[src/rtl/float_normalize_pkg.sv]
// Shared float format parameters and the normaliser state encoding.
package float_params;

   localparam int float_width      = 32;
   localparam int float_exp_width  = 8;
   localparam int float_mant_width = 23;

   // All-ones exponent marks infinity/NaN.
   localparam logic [float_exp_width-1:0] float_exp_max = {float_exp_width{1'b1}};
   localparam logic [float_exp_width-1:0] float_exp_one = {{(float_exp_width-1){1'b0}}, 1'b1};

   typedef enum logic {
      IDLE = 1'b0,
      NORM = 1'b1
   } state_t;

endpackage

[src/rtl/float_normalize.sv]
// Normalisation stage behind the float adder: takes {sign, exp, carry.hidden.fraction}
// and emits a packed float. Cancellation is resolved one left shift per cycle.
//
// Handshake: req is a start pulse, sampled only on a clock edge where busy=0;
// busy stays high from the cycle after acceptance up to the ack cycle.
// ack is a one-cycle pulse and out is valid in that cycle, then holds.
// A req seen while busy=1 is dropped.
module float_normalize
   import float_params::*;
(
   input  logic                        clk,
   input  logic                        rst,
   input  logic                        req,
   input  logic                        in_sign,
   input  logic [float_exp_width-1:0]  in_exp,
   input  logic [float_mant_width+1:0] in_mant,
   output logic                        busy,
   output logic                        ack,
   output logic [float_width-1:0]      out
);

   localparam int mw = float_mant_width;

   state_t                        state_r, state_d;
   logic                          sign_r, sign_d;
   logic [float_exp_width-1:0]    exp_r, exp_d;
   logic [mw+1:0]                 mant_r, mant_d;
   logic                          ack_d;
   logic [float_width-1:0]        out_d;

   // Carry path: one right shift with matching exponent increment.
   logic [mw+1:0]                 carry_mant;
   logic [float_exp_width-1:0]    carry_exp;

   assign carry_mant = mant_r >> 1;
   assign carry_exp  = exp_r + float_exp_one;
   assign busy       = (state_r == NORM);

   // State register.
   always_ff @(posedge clk) begin
      if (rst) state_r <= IDLE;
      else     state_r <= state_d;
   end

   // Datapath, ack and result registers.
   always_ff @(posedge clk) begin
      if (rst) begin
         sign_r <= 1'b0;
         exp_r  <= '0;
         mant_r <= '0;
         ack    <= 1'b0;
         out    <= '0;
      end else begin
         sign_r <= sign_d;
         exp_r  <= exp_d;
         mant_r <= mant_d;
         ack    <= ack_d;
         out    <= out_d;
      end
   end

   // Next state and one normalisation rule per cycle, first match wins.
   always_comb begin
      state_d = state_r;
      sign_d  = sign_r;
      exp_d   = exp_r;
      mant_d  = mant_r;
      ack_d   = 1'b0;
      out_d   = out;
      unique case (state_r)
         IDLE: begin
            if (req) begin
               sign_d  = in_sign;
               exp_d   = in_exp;
               mant_d  = in_mant;
               state_d = NORM;
            end
         end
         NORM: begin
            if (exp_r == float_exp_max) begin
               // Infinity/NaN passes through with its fraction.
               out_d   = {sign_r, float_exp_max, mant_r[mw-1:0]};
               ack_d   = 1'b1;
               state_d = IDLE;
            end else if (mant_r == '0) begin
               // Exact zero is always +0.
               out_d   = '0;
               ack_d   = 1'b1;
               state_d = IDLE;
            end else if (mant_r[mw+1]) begin
               // Carry-out: truncate one bit; may overflow to infinity.
               if (carry_exp == float_exp_max)
                  out_d = {sign_r, float_exp_max, {mw{1'b0}}};
               else
                  out_d = {sign_r, carry_exp, carry_mant[mw-1:0]};
               ack_d   = 1'b1;
               state_d = IDLE;
            end else if (mant_r[mw]) begin
               out_d   = {sign_r, exp_r, mant_r[mw-1:0]};
               ack_d   = 1'b1;
               state_d = IDLE;
            end else if (exp_r <= float_exp_one) begin
               // No exponent left to borrow: flush to signed zero.
               out_d   = {sign_r, {(float_width-1){1'b0}}};
               ack_d   = 1'b1;
               state_d = IDLE;
            end else begin
               mant_d  = mant_r << 1;
               exp_d   = exp_r - float_exp_one;
            end
         end
         default: state_d = IDLE;
      endcase
   end

endmodule
[config.mk]
export PLATFORM = sky130hd
export DESIGN_NAME = float_normalize
export DESIGN_NICKNAME = d
export VERILOG_FILES = /design/src/rtl/float_normalize_pkg.sv /design/src/rtl/float_normalize.sv
export SDC_FILE = /design/constraint.sdc
export NUM_CORES = 1
export LEC_CHECK = 0
export ABC_AREA = 1
export CAP_MARGIN = 20
export CORE_MARGIN = 2
export CORE_UTILIZATION = 40
export DETAILED_ROUTE_END_ITERATION = 6
export PLACE_DENSITY = 0.62
export RECOVER_POWER = 50
export SYNTH_ARGS = -nofsm -noshare
export SYNTH_HDL_FRONTEND = slang
export SYNTH_SLANG_ARGS = --single-unit
[constraint.sdc]
create_clock -name clk -period 2.17 [get_ports clk]
set_input_delay 0.3255 -clock clk [delete_from_list [all_inputs] [get_ports clk]]
set_output_delay 0.3255 -clock clk [all_outputs]
set_load 0.02 [all_outputs]
==> results.md <==
- Status: completed
- DR pass1 iterations: 6
- Drt initial violations: slightly below 300
- Clock-pin slew on the worst setup and hold paths: 0.07 ns
- Post-synth ARST share: 0
- Combinational share of power: 0.306
- Vias in the first global route: 4235
- Pin count of the biggest net entering global routing: 49
- CP max FO: 34
- Hpwl dp: 8.26 mm
- Adder-Cell Fraction of Synth Area: 0.0121
- GRT overflow: 0
- NetSw: 1.25 mW
- Diodes inserted: 0
- CTS Sinks: between 60 and 70
- Post-synthesis area per instance: 6.16 µm²
- Post-synthesis xor/xnor area fraction: 0.00212
- Distinct cells, synth: 35
- Largest family of logic cells by synthesized area: simple AND/OR/NAND/NOR gates
- Wire length per cell: roughly 13 µm
- Synth Register Bits: 68
- Cts hold-fix bufs: 0
- Num ports: 71
- Final setup vio count: 0
- Global Route Usage Sum: 0.219
- Max Clock Freq: 0.496 GHz
- Setup Buffers After CTS: 0
- Setup ws final: 0.155 ns
- Post-synthesis compound-gate area fraction: 0.179
- CTS Buffer Depth: 2
- Sequential power share: 0.409
- RSZ-0062 raised after global routing: false
- Syn Inst Count: 671
- CTS Root Cell: clkbuf_8
- Worst-margin pin slew: between 0.3 and 0.4 ns
- Die width: 106 µm
- CP Launch Type: flip-flop
- Max transition margin: 0.740
- Net Sw Frac: 0.348
- Aggregate routed wire length: 11.8 mm
- YS warnings: 0
- Initial antenna violation count: 0
- Clock Skew: between 0.008 and 0.009 ns
- Worst EP required: around 2.4 ns
- Pwr/cell area: ~690 mW/mm²
- Peak supply drop: 0.000311 V
- First-pass GRT wire length: 20.0 mm
- DR DRC count: 0
- Mux cell area share after synthesis: 0
- Seq/Total Area, Yosys: 0.329
- Nets: 776
- Final Critical Period: roughly 2 ns
- Final Power: 3.60 mW
- Syn_nets: 712
- Post-synthesis cell area: approximately 0.0041 mm²
- Worst skew pair latency: 0.35 ns
- Worst Setup End Kind: flip-flop
- Top FF cell, synth: dfxtp_1
- Vias per cell: roughly 5
- Number of synthesized flops with an enable pin: 0
- Simple-gate share of the synthesized area: 0.366
- Final TNS setup: 0 ns
- I/O Buffers: 70
- Critical path class: flip-flop to flip-flop
- Row cnt: 37
- Total core area: approximately 0.01 mm²
- Final Util: 0.509
- Pre-CTS setup slack: 0.100 ns
- Leakage power: 2.40 nW
- Post_cts resized: 0
- CTS tree: done
- Total die area: roughly 0.011 mm²
- Via count of the routed design: 4452
- Max-Cap Viols: 0
- Area Overhead vs Synth: 25.6%
- Layout cell share with drive strength beyond 1: 0.0798
- Most frequent cells in the layout: nand2_1, nor2_1, dfxtp_1
- Routed Antenna Nets: 0
- Period utilisation layout: 0.928
- Chip height: 106 µm
- Max-slew violations: 0
- Hold Violations, Final: 0
- Int Power: roughly 2.3 mW
- Initial cell density of the core: 0.406
- Worst hold path type: flip-flop to flip-flop
- Clock network fraction of design power: 0.284
- Critical Path AT: 2.25 ns
- H-tree depth: 3
- Clock buffer count from CTS: 9
- Commonest non-fill, non-tap cell in the layout: nand2_1
- Final GP Congestion: ~0.86
power by group through the flow:
stage	Sequential [mW]	Clock, mW	Combinational [mW]
2_1_floorplan	1.53	0	0.708
3_3_place_gp	1.50	0	1.10
3_5_place_dp	1.50	0	1.11
4_1_cts	1.47	1.04	1.11
5_1_grt	1.49	1.09	1.25
6_report	1.47	1.02	1.10
metal layers:
layer	up-vias	global-route usage	wire (µm)
li1	2269	-	-
met1	2040	0.288	5550
met2	132	0.354	5410
met3	11	0.0507	680
met4	0	0.0705	130
met5	-	0	0
final timing paths:
kind | start | end | slack [ns] | cells past startpoint
worst min-delay path | out[28]$_SDFFE_PP0P_ | out[28]$_SDFFE_PP0P_ | 0.45 | 2
worst max register to register | exp_r[0]$_SDFFE_PP0P_ | out[12]$_SDFFE_PP0P_ | 0.16 | 10
worst max-delay path | exp_r[0]$_SDFFE_PP0P_ | out[12]$_SDFFE_PP0P_ | 0.16 | 10
worst min register to register | out[28]$_SDFFE_PP0P_ | out[28]$_SDFFE_PP0P_ | 0.45 | 2
critical path, stage by stage (launching register included):
cell and delay (ns):
dfxtp_1 0.41, inv_1 0.11, ha_1 0.26, or2_0 0.23, nand4_1 0.12, nand2_1 0.10
o21ai_2 0.15, buf_6 0.28, nand3b_1 0.13, nand2_1 0.07, a21oi_1 0.04
flip-flops by register name, indices dropped and copies added (netlist names):
name / count
exp_r: 8
sign_r: 1
mant_r: 25
busy: 1
out: 32
ack: 1
cell usage after synthesis, drive strengths merged, types with 2 or more instances:
cell type | number | area (µm²)
clkbuf | 18 | 68.8
nand2 | 193 | 747
buf | 23 | 140
nand3b | 19 | 143
inv | 66 | 250
o22ai | 23 | 144
nand3 | 18 | 100
dfxtp | 68 | 1360
ha | 4 | 50.1
o211ai | 2 | 15.0
o221ai | 3 | 26.3
a21oi | 44 | 231
nand4 | 5 | 31.3
nor2 | 121 | 487
o21ai | 58 | 294
stage by stage:
stage	cells	hold slack, ns	cell area (µm²)
floorplan	671	0.419	4130
global placement	859	0.437	4990
detailed placement	859	0.447	4990
CTS	874	0.459	5180
global route	875	0.472	5190
finish	875	0.451	5190
cell type report:
type	instances	area, µm²
Clock inverter	1	5.00
Tap cell	136	170
Timing Repair Buffer	94	910
Sequential cell	68	1360
Clock buffer	14	183
Fill cell	1071	5000
Multi-Input combinational cell	496	2310
Inverter	66	250
cell families after synthesis:
group | count (synthesis)
xor+xnor | 1
flops | 68
compound gates | 134
simple gates | 357
buf+inv | 107
fa+ha+maj | 4
Power figures use the tool's default switching activity.
